### config.mk
export PLATFORM = sky130hd
export DESIGN_NAME = ahb_decoder_mux
export DESIGN_NICKNAME = d
export VERILOG_FILES = /design/src/rtl/ahb_pkg.sv /design/src/rtl/ahb_default_slave.sv /design/src/rtl/ahb_decoder_mux.sv
export SDC_FILE = /design/constraint.sdc
export NUM_CORES = 1
export LEC_CHECK = 0
export BUFFER_PORTS_ARGS = -buffer_cell sky130_fd_sc_hd__buf_2
export CORE_AREA = 5 5 79 81
export CTS_BUF_LIST = sky130_fd_sc_hd__clkbuf_4
export DETAILED_ROUTE_END_ITERATION = 7
export DIE_AREA = 0 0 84 86
export PLACE_DENSITY_LB_ADDON = 0.3
export SYNTH_ARGS = -nofsm -noshare
export SYNTH_HDL_FRONTEND = slang
export SYNTH_SLANG_ARGS = --single-unit
### constraint.sdc
create_clock -name hclk -period 1.55 [get_ports hclk]
set_input_delay 0.31 -clock hclk [delete_from_list [all_inputs] [get_ports hclk]]
set_output_delay 0.31 -clock hclk [all_outputs]
set_load 0.02 [all_outputs]
### src/rtl/ahb_pkg.sv
// Shared AHB-Lite encodings and the default-slave state type used by the
// address decoder / response multiplexer.
package ahb_pkg;

    localparam logic [1:0] HTRANS_IDLE   = 2'b00;
    localparam logic [1:0] HTRANS_BUSY   = 2'b01;
    localparam logic [1:0] HTRANS_NONSEQ = 2'b10;
    localparam logic [1:0] HTRANS_SEQ    = 2'b11;

    localparam logic HRESP_OKAY  = 1'b0;
    localparam logic HRESP_ERROR = 1'b1;

    typedef enum logic [1:0] {
        DS_IDLE = 2'b00,
        DS_ERR1 = 2'b01,
        DS_ERR2 = 2'b10
    } ds_state_e;

    // NONSEQ and SEQ carry data; IDLE and BUSY always get a zero-wait OKAY.
    function automatic logic is_active(input logic [1:0] htrans);
        return (htrans == HTRANS_NONSEQ) || (htrans == HTRANS_SEQ);
    endfunction

endpackage

### src/rtl/ahb_default_slave.sv
// Default slave for unmapped space: answers active transfers with the
// two-cycle AHB ERROR response (hready low then high, hresp high both cycles).
module ahb_default_slave
    import ahb_pkg::*;
(
    input  logic hclk,
    input  logic hresetn,
    input  logic hready,
    input  logic def_sel,
    input  logic active,
    output logic hready_d,
    output logic hresp_d
);

    ds_state_e state;
    logic      start;

    assign start = hready && def_sel && active;

    // NOTE: sequential state uses non-blocking assignments so every flop
    // samples the pre-edge values and simulation matches the synthesized logic.
    always_ff @(posedge hclk or negedge hresetn) begin
        if (!hresetn) begin
            state    <= DS_IDLE;
            hready_d <= 1'b1;
            hresp_d  <= HRESP_OKAY;
        end else begin
            case (state)
                DS_IDLE: begin
                    if (start) begin
                        state    <= DS_ERR1;
                        hready_d <= 1'b0;
                        hresp_d  <= HRESP_ERROR;
                    end
                end
                DS_ERR1: begin
                    state    <= DS_ERR2;
                    hready_d <= 1'b1;
                    hresp_d  <= HRESP_ERROR;
                end
                DS_ERR2: begin
                    // A new unmapped access accepted here chains straight into another error.
                    if (start) begin
                        state    <= DS_ERR1;
                        hready_d <= 1'b0;
                        hresp_d  <= HRESP_ERROR;
                    end else begin
                        state    <= DS_IDLE;
                        hready_d <= 1'b1;
                        hresp_d  <= HRESP_OKAY;
                    end
                end
                default: begin
                    state    <= DS_IDLE;
                    hready_d <= 1'b1;
                    hresp_d  <= HRESP_OKAY;
                end
            endcase
        end
    end

endmodule

### src/rtl/ahb_decoder_mux.sv
// AHB-Lite address decoder and slave-response multiplexer for NUM_SLAVES
// slaves with a programmable base/mask map and a built-in error slave.
module ahb_decoder_mux
    import ahb_pkg::*;
#(
    parameter int NUM_SLAVES = 4,
    parameter int ADDR_W     = 32,
    parameter int DATA_W     = 32,
    parameter logic [NUM_SLAVES*ADDR_W-1:0] SLV_BASE =
        {32'h3000_0000, 32'h2000_0000, 32'h1000_0000, 32'h0000_0000},
    parameter logic [NUM_SLAVES*ADDR_W-1:0] SLV_MASK =
        {32'hF000_0000, 32'hF000_0000, 32'hF000_0000, 32'hF000_0000}
) (
    input  logic                         hclk,
    input  logic                         hresetn,
    input  logic [ADDR_W-1:0]            haddr,
    input  logic [1:0]                   htrans,
    output logic [NUM_SLAVES-1:0]        hsel,
    input  logic [NUM_SLAVES*DATA_W-1:0] hrdata_s,
    input  logic [NUM_SLAVES-1:0]        hreadyout_s,
    input  logic [NUM_SLAVES-1:0]        hresp_s,
    output logic [DATA_W-1:0]            hrdata,
    output logic                         hready,
    output logic                         hresp
);

    logic [NUM_SLAVES-1:0] match;
    logic                  def_sel;
    logic [NUM_SLAVES:0]   dsel;
    logic                  hready_d;
    logic                  hresp_d;

    for (genvar g = 0; g < NUM_SLAVES; g++) begin : g_match
        assign match[g] = (haddr & SLV_MASK[g*ADDR_W +: ADDR_W]) == SLV_BASE[g*ADDR_W +: ADDR_W];
    end

    assign def_sel = ~|match;

    // NOTE: every output of a combinational block gets a default first, so no
    // path leaves it unassigned and no latch is inferred.
    always_comb begin
        logic found;
        hsel  = '0;
        found = 1'b0;
        // Lowest index wins on overlapping regions, keeping hsel one-hot.
        for (int i = 0; i < NUM_SLAVES; i++) begin
            if (match[i] && !found) begin
                hsel[i] = 1'b1;
                found   = 1'b1;
            end
        end
    end

    always_ff @(posedge hclk or negedge hresetn) begin
        if (!hresetn) begin
            dsel <= '0;
        end else if (hready) begin
            dsel <= {def_sel, hsel};
        end
    end

    ahb_default_slave u_default_slave (
        .hclk     (hclk),
        .hresetn  (hresetn),
        .hready   (hready),
        .def_sel  (def_sel),
        .active   (is_active(htrans)),
        .hready_d (hready_d),
        .hresp_d  (hresp_d)
    );

    // dsel == 0 (after reset) falls through to an idle OKAY with ready high.
    always_comb begin
        hrdata = '0;
        hready = 1'b1;
        hresp  = HRESP_OKAY;
        for (int i = 0; i < NUM_SLAVES; i++) begin
            if (dsel[i]) begin
                hrdata = hrdata_s[i*DATA_W +: DATA_W];
                hready = hreadyout_s[i];
                hresp  = hresp_s[i];
            end
        end
        if (dsel[NUM_SLAVES]) begin
            hready = hready_d;
            hresp  = hresp_d;
        end
    end

endmodule

Word level (Yosys, flattened, before mapping)
Cells that the tools add are included.

Bits of input ports: 172. Word-level logic and storage cells: 54. Register bits: 9.

Reductions and logical operators: 13. Muxes and demuxes: 29. Equal/unequal tests: 8.

Operator list (number): 2-to-1 mux 32 bit (4); logical NOT 32 bit (1); 2-to-1 mux 1 bit (21); equality test 4 x 2 -> 1 bit, second input constant (2); equality test 2 bit, second input constant (3); one-hot mux 2 bit (3 select lines) (1); logical AND 1 bit (5); equality test 4 x 1 -> 1 bit, second input constant (1); logical NOT 1 bit (4); OR reduction 4 bit (1); one-hot mux 1 bit (3 select lines) (1); equality test 2 x 1 -> 1 bit, second input constant (1); logical NOT 2 bit (1); 2-to-1 mux 2 bit (1); inequality test 2 x 1 -> 1 bit, second input constant (1); one-hot mux 1 bit (2 select lines) (1); logical OR 1 bit (1).

Logic depth before layout (Yosys ltp)
Gate-level depths: netlist of the first run.

Depth after elaboration: 11. Gate-level depth with buffers: 6.

Cells and area by module
A second synthesis of the first run with hierarchy kept.

Cells, all modules: 204. Area, all modules: 1498.9 sq um.

By module, submodules not included: ahb_decoder_mux (sequential area each 125.1 sq um, instances 1, area an instance 1342.5 sq um, cells an instance 194); ahb_default_slave (sequential area each 101.3 sq um, instances 1, area an instance 156.4 sq um, cells an instance 10).

Worst setup path after synthesis of the first run
OpenSTA, ideal clock, no wires.

Path type: register -> output. Start point: register dsel[1]. End point: output hrdata[10]. Buffers on the path: 3. Cell stages (with the launch flop): 7. Data required time: 1240 ps. Setup slack: -392 ps. Data arrival time: 1632 ps. Cells stage by stage: dfrtp_1 > buf_4 > nor2b_1 > clkbuf_1 > buf_2 > a221oi_1 > o31ai_1.

Word-level cells in the longest chain between the ends: 3.

RTL lines: from (decl) (line ahb_decoder_mux.sv:29) `logic [NUM_SLAVES:0] dsel;`; from (signal assigned) (line ahb_decoder_mux.sv:58) `dsel <= {def_sel, hsel};`; 2-to-1 mux 32 bit (3 in a row) (line ahb_decoder_mux.sv:78) `if (dsel[i]) begin`; to (decl) (line ahb_decoder_mux.sv:22) `output logic [DATA_W-1:0] hrdata,`.

No other way between the ends.

Final worst setup path of the first run
Start point: register dsel[1]. End point: output hresp.

Word-level cells in the longest chain between the ends: 4.

RTL lines: 2-to-1 mux 1 bit (3 in a row) (line ahb_decoder_mux.sv:78); 2-to-1 mux 1 bit (line ahb_decoder_mux.sv:84) `if (dsel[NUM_SLAVES]) begin`; to (decl) (line ahb_decoder_mux.sv:24) `output logic hresp`.

No other way between the ends.

==> metrics.md, run 1 <==
| Metric | Value |
|---|---|
| DRC errors left | `0` |
| Layout Cells excl Fill | `~460` |
| Worst Max-Slew Pin Slew | `approximately 0.45 ns` |
| Worst vdd ir | `between 0.0003 and 0.0004 V` |
| Area growth, synth to finish | `149%` |
| Number of global-route vias before repair | `between 2,000 and 3,000` |
| Routed Antenna Nets | `0` |
| Failing checks | `setup timing` |
| Setup slack, reg-to-reg | `-0.12 ns` |
| Via count | `around 2,300` |
| First-pass GRT wire length | `approximately 11 mm` |
| Clock Latency Late Sink | `between 0.2 and 0.3 ns` |
| Share of cells above drive strength 1 | `73.9%` |
| First drt pass iteration count | `4` |
| TritonCTS clock tree | `done` |
| Overall Global Routing Usage | `approximately a fifth` |
| Port Buffer Count | `180` |
| Register clock-pin slew on the reported worst setup and hold paths | `about 0.06 ns` |
| Die area | `approximately 7200 sq um` |
| Worst slack, placed | `-0.199 ns` |
| Drt total wl | `7.17 mm` |
| FILL cells | `around 480` |
| Worst hold slack | `~0.30 ns` |
| Largest net degree at the start of global routing | `26` |
| # Max-Cap Violations | `0` |
| Final period utilization | `126%` |
| Initial core utilization | `between 20 and 25%` |
| Vias per inst | `5.10` |
| Required @ worst endpoint | `1.24 ns` |
| Top Ports | `210` |
| Final hold violation count | `0` |
| Initial antenna violation count | `0` |
| Cell Area, Synth | `1330 sq um` |
| Setup CP Type | `reg -> out` |
| Core Rows | `27` |
| Synthesized net count | `370` |
| Final setup fails | `39` |
| #FFs+latches synth | `9` |
| Die height | `between 80 and 90 um` |
| Final core utilization | `approximately 60%` |
| WP data arrival | `1.64 ns` |
| TritonCTS Buffers | `3` |
| Clk root buf | `clkbuf_4` |
| Drt wl/cell | `15.8 um` |
| Max-slew headroom | `between 60 and 70%` |
| Status | `finished, violations left` |
| Final total power | `between 0.6 and 0.7 mW` |
| Power density cells | `between 150 and 200 nW/um^2` |
| Reg2reg start | `dsel[1]` |
| Pleak | `1.55 nW` |
| Register area share after synthesis | `around 17%` |
| Critical register-to-register path endpoint | `dsel[0]` |
| Reg2reg path depth | `5` |
| Final WS setup | `-0.400 ns` |
| Number of diodes | `0` |
| GR peak layer | `met2` |
| Gpl congestion | `0.824` |
| Core ar. | `between 5000 and 6000 sq um` |
| Final Max Tran Viols | `0` |
| RSZ-0062 raised after global routing | `true` |
| Sink Count | `9` |
| Cell Count Post-Placement | `445` |
| Nets | `approximately 560` |
| GR Overflow Total | `0` |
| Hold WC Path Type | `in -> reg` |
| Half-perimeter wire length after placement | `5.58 mm` |
| Hold_sp | `haddr[28]` |
| Initial detailed-routing violation count | `60` |
| CTS max path bufs | `2` |
| Crit path max fanout | `19` |
| H-tree depth | `1` |
| Synth warn | `0` |
| Hold endpoint | `dsel[2]` |
| Met3 GRT Util | `under 10%` |
| Fmax | `roughly 510 MHz` |
| Fin crit period | `1.95 ns` |
| GRT met2 Usage | `approximately 36%` |
| CP Capture Type | `primary output` |
| Startpoint Class | `flop` |
| Clock Skew | `~0.00098 ns` |
| Synthesized instance count | `just under 200` |
| Avg Cell Area, Syn | `6.71 sq um` |
| Synth unique cells | `30` |
| Worst Hold Depth | `2` |
| Met1 usage | `a little over a fifth` |
| Chip width | `~84 um` |
## cell type report
cell class	count	area, sq um	share of cell area (%)
Sequential cell	9	233	7.05
Tap cell	72	90.1	2.73
Multi-Input combinational cell	162	1700	51.4
Inverter	4	15.0	0.455
Timing Repair Buffer	204	1240	37.5
Clock buffer	4	30.0	0.909
## timing repair
action / CTS / global route
endpoints found under the setup margin: 40 / 40
pin swaps: 2 / 5
endpoints found under the hold margin: 8 / 0
buffers inserted: 3 / 3
cloned: 1 / 0
gates resized for setup: 67 / 19
hold buffers: 1 / 0
## worst max path at each step
stage,startpoint,end,slack [ns],cells past startpoint
2_1_floorplan,dsel[1],hrdata[10],-0.05,6
3_3_place_gp,dsel[0],hrdata[20],-0.17,5
3_5_place_dp,dsel[0],hrdata[20],-0.20,5
4_1_cts,dsel[1],hresp,-0.41,5
5_1_grt,dsel[1],hresp,-0.46,6
6_report,dsel[1],hresp,-0.40,5
## per-layer routing
metal  part of all wire [%]  up-vias
li1                       -     1138
met1                     38     1077
met2                     54       98
met3                    7.3        6
met4                   0.71        0
met5                      0        -
## through the flow
step	area [sq um]	TNS [ns]
global placement	2800	-4.24
detailed placement	2800	-5.15
global route	3300	-14.74
floorplan	1780	-1.46
CTS	3210	-13.20
finish	3300	-12.06
## cell usage in the layout, fill, tap and decap left out, types with 2 or more instances in the layout
master / instances
inv_2: 2
nor2b_4: 2
o31ai_1: 2
a221oi_2: 19
mux2_4: 2
o21ai_2: 2
a21oi_1: 2
o31ai_4: 30
nor2_1: 34
dfrtp_1: 5
buf_2: 166
o21ai_0: 3
nor2b_1: 2
buf_6: 22
a221oi_4: 7
buf_12: 3
nand2_1: 35
dfrtp_2: 2
buf_4: 12
a221oi_1: 5
clkbuf_4: 4
inv_1: 2
## worst max-delay path, stage by stage, from the launching register on
cell      delay [ns]
dfrtp_2         0.47
buf_12          0.19
a221o_1         0.34
o211ai_1        0.14
a21oi_2         0.08
buf_4           0.16
## synthesized netlist by cell type
cell type,instances,area share [%]
nand2_1,35,9.9
nor2_1,35,9.9
o31ai_1,33,19
a221oi_1,31,20
clkbuf_1,16,4.5
dfrtp_1,8,15
o21ai_0,5,1.9
buf_2,4,1.5
inv_1,4,1.1
nor2b_1,4,1.9
a21oi_1,3,1.1
mux2_4,2,2.3
a211oi_1,1,0.57
a221o_1,1,0.75
buf_1,1,0.28
buf_4,1,0.57
buf_6,1,0.85
dfstp_2,1,2.0
nand2b_1,1,0.47
nand3_1,1,0.38
nor3b_1,1,0.57
nor4_1,1,0.47
nor4b_1,1,0.66
o211ai_1,1,0.57
o22ai_1,1,0.47
o31a_1,1,0.66
o32a_1,1,0.75
o41ai_1,1,0.66
or2_1,1,0.47
or3b_2,1,0.66
## where the power goes
part | total (mW) | switching, mW | internal, mW
Combinational | 0.226 | 0.0934 | 0.133
Clock | 0.196 | 0.0794 | 0.117
Sequential | 0.235 | 0 | 0.235
## registers in the layout, summed over array words and instances (netlist names)
| register | flops |
|---|---|
| u_default_slave.hresp_d | 1 |
| dsel | 5 |
| u_default_slave.hready_d | 1 |
| u_default_slave.state | 2 |
## logic make-up (layout without fill, tap and decap cells)
kind of cell / Yosys count / count (layout) / synth area share, %
DFF: 9 / 9 / 17.0
muxes: 2 / 2 / 2.26
and+or+nand+nor: 81 / 81 / 25.3
AOI/OAI and AO/OA: 79 / 79 / 46.5
buffers and inverters: 27 / 212 / 8.85
(Power assumes the default switching activity.)
==> run 2: changes to the inputs <==
- CORE_AREA: 5 5 79 81 -> unset
- CORE_ASPECT_RATIO: unset -> 0.75
- CORE_MARGIN: unset -> 5
- CORE_UTILIZATION: unset -> 27
- DIE_AREA: 0 0 84 86 -> unset
==> metrics.md, run 2 (synthesis results as in run 1) <==
| Metric | Value |
|---|---|
| Largest net degree at the start of global routing | `28 (+7.7%)` |
| RSZ-0062 raised after global routing | `true` |
| Final Max Tran Viols | `0 (unchanged)` |
| Drt total wl | `7.15 mm (-0.32%)` |
| Via count | `2,319 (unchanged)` |
| Initial core utilization | `27.6% (+3.0 points)` |
| GR Overflow Total | `0 (unchanged)` |
| Crit path max fanout | `12 (-7)` |
| Pleak | `1.57 nW (+0.71%)` |
| Routed Antenna Nets | `0 (unchanged)` |
| First drt pass iteration count | `6 (+2)` |
| Final hold violation count | `0 (unchanged)` |
| CP Cell Sequence | `nor2b_4 -> buf_8 -> buf_4 -> a221oi_2 -> o31ai_4 -> buf_2` |
| Port Buffer Count | `180 (unchanged)` |
| Placed cell area | `2810 sq um (+0.18%)` |
| # Max-Cap Violations | `0 (unchanged)` |
| Number of diodes | `0 (unchanged)` |
| Number of global-route vias before repair | `2,454 (-1.9%)` |
| Power density cells | `202 nW/um^2 (+1.4%)` |
| Startpoint Class | `flop` |
| TritonCTS clock tree | `done` |
| Delay-heaviest family, CP | `buffers and inverters` |
| Core Rows | `22 (-19%)` |
| Die area | `6440 sq um (-11%)` |
| Hold WC Path Type | `in -> reg` |
| Initial detailed-routing violation count | `74 (+23%)` |
| Most frequent cells in the layout | `buf_2 (167), nand2_1 (35), nor2_1 (34)` |
| Chip width | `91.0 um (+8.3%)` |
| Combinational share of power | `34.4% (about the same)` |
| WP data arrival | `1.62 ns (-0.02 ns)` |
| Design area | `3270 sq um (-1.0%)` |
| Vias per inst | `5.21 (+2.2%)` |
| Proportion of power drawn by flip-flops and latches | `35.6% (-0.2 points)` |
| Half-perimeter wire length after placement | `5.38 mm (-3.6%)` |
| Max-slew headroom | `72.0% (+2.8 points)` |
| Sink Count | `9 (unchanged)` |
| Initial antenna violation count | `0 (unchanged)` |
| H-tree depth | `1 (unchanged)` |
| TritonCTS Buffers | `3 (unchanged)` |
| Final setup fails | `40 (+2.6%)` |
| Required @ worst endpoint | `1.24 ns (about the same)` |
| Fin crit period | `1.93 ns (-0.0171 ns)` |
| Worst Max-Slew Pin Slew | `0.420 ns (-0.0349 ns)` |
| CP max-delay cell | `dfrtp_1` |
| Biggest register | `dsel` |
| Final period utilization | `125% (-1.1 points)` |
| P_sw | `0.175 mW (+1.2%)` |
| Sw Share | `26.5% (+0.23 points)` |
| Nets | `558 (+0.36%)` |
| CP Capture Type | `primary output` |
| Int Pwr | `0.484 mW (about the same)` |
| Clock Skew | `0.00178 ns (+0.000798 ns)` |
| Slowest Stage Delay on Critical Path | `0.40 ns (-0.07 ns)` |
| Final total power | `0.659 mW (+0.37%)` |
| Clk root buf | `clkbuf_4` |
| Largest register FFs | `5 (unchanged)` |
| Setup CP Type | `reg -> out` |
| Worst vdd ir | `0.000402 V (+19%)` |
| Core ar. | `4820 sq um (-11%)` |
| Status | `finished, violations left` |
| Clock Latency Late Sink | `0.26 ns (about the same)` |
| Largest regs | `dsel x5, u_default_slave.state x2` |
| FILL cells | `409 (-15%)` |
| First-pass GRT wire length | `11.4 mm (-0.60%)` |
| Clk pwr share | `30.0% (+0.2 points)` |
| Multi-input logic area | `1700 sq um (about the same)` |
| Fmax | `517 MHz (+0.88%)` |
| Area growth, synth to finish | `146%` |
| Final core utilization | `67.9% (+6.8 points)` |
| Top Ports | `210 (unchanged)` |
| Share of cells above drive strength 1 | `74.0% (+0.14 points)` |
| DRC errors left | `0 (unchanged)` |
| Buffers & Inverters on Critical Path | `3 (+1)` |
| Register clock-pin slew on the reported worst setup and hold paths | `0.06 ns (about the same)` |
| Overall Global Routing Usage | `20.7% (+1.9 points)` |
| Commonest non-fill, non-tap cell in the layout | `buf_2` |
| Die height | `70.8 um (-18%)` |
| Register Area | `233 sq um (unchanged)` |
| Failing checks | `setup timing` |
| Drt wl/cell | `16.1 um (+1.9%)` |
| CTS max path bufs | `2 (unchanged)` |
| Final WS setup | `-0.383 ns (+0.0171 ns)` |
| Gpl congestion | `0.840 (+1.9%)` |
-- run 2: cell types whose count changed in the layout (fill, tap and decap cells not counted), sizes merged --
cell	delta
buf	+2
-- run 2: final timing paths --
check | endpoint | slack (ns) | start | cells after the start
max reg2reg | dsel[1] | -0.22 | dsel[0] | 6
min reg2reg | u_default_slave.state[1] | 0.48 | u_default_slave.state[1] | 1
max | hrdata[2] | -0.38 | dsel[0] | 6
min | dsel[2] | 0.30 | haddr[28] | 2
min in group asynchronous | u_default_slave.hresp_d | 0.42 | hresetn | 2
max in group asynchronous | u_default_slave.hready_d | 0.89 | hresetn | 2
-- run 2: repair_timing --
item / 4_1_cts / 5_1_grt
endpoints found under the hold margin: 8 / 0
buffers inserted: 3 / 4
pin swaps: 3 / 2
hold buffers: 1 / 0
resized for setup: 50 / 26
endpoints found under the setup margin: 40 / 41
-- run 2: cell type report --
class	instances	area share, %
Multi-Input combinational cell	162	51.9
Timing Repair Buffer	206	37.4
Sequential cell	9	7.12
Tap cell	60	2.30
Clock buffer	4	0.918
Inverter	4	0.459
-- run 2: layer usage --
layer / GRT usage [%] / share of wire (%) / vias to the layer above
met5: 0 / 0 / -
met4: 3.42 / 0.52 / 0
met3: 3.93 / 7.9 / 4
met2: 39.6 / 53 / 99
met1: 24.3 / 38 / 1072
li1: - / - / 1144
-- run 2: power by group through the flow --
stage / Sequential, mW / Clock (mW) / Combinational (mW)
finish: 0.235 / 0.198 / 0.227
floorplan: 0.239 / 0 / 0.0116
global placement: 0.239 / 0 / 0.192
global route: 0.235 / 0.214 / 0.250
detailed placement: 0.239 / 0 / 0.196
CTS: 0.235 / 0.204 / 0.221
-- run 2: stage by stage --
| stage | hold slack (ns) | TNS (ns) | worst slack, ns | instances |
|---|---|---|---|---|
| final | 0.296 | -12.07 | -0.383 | 445 |
| after global routing | 0.306 | -14.69 | -0.445 | 445 |
| after floorplan | 0.0144 | -1.46 | -0.0494 | 198 |
| after detailed placement | 0.168 | -4.71 | -0.214 | 434 |
| after CTS | 0.285 | -11.09 | -0.361 | 441 |
| after global placement | 0.168 | -4.18 | -0.161 | 434 |
-- run 2: worst reg2reg max path: stages (launching register included) --
cell and delay, ns:
dfrtp_1 0.40, nor3b_1 0.15, o31a_1 0.31, or2_4 0.24
buf_4 0.14, buf_6 0.12, mux2_4 0.29
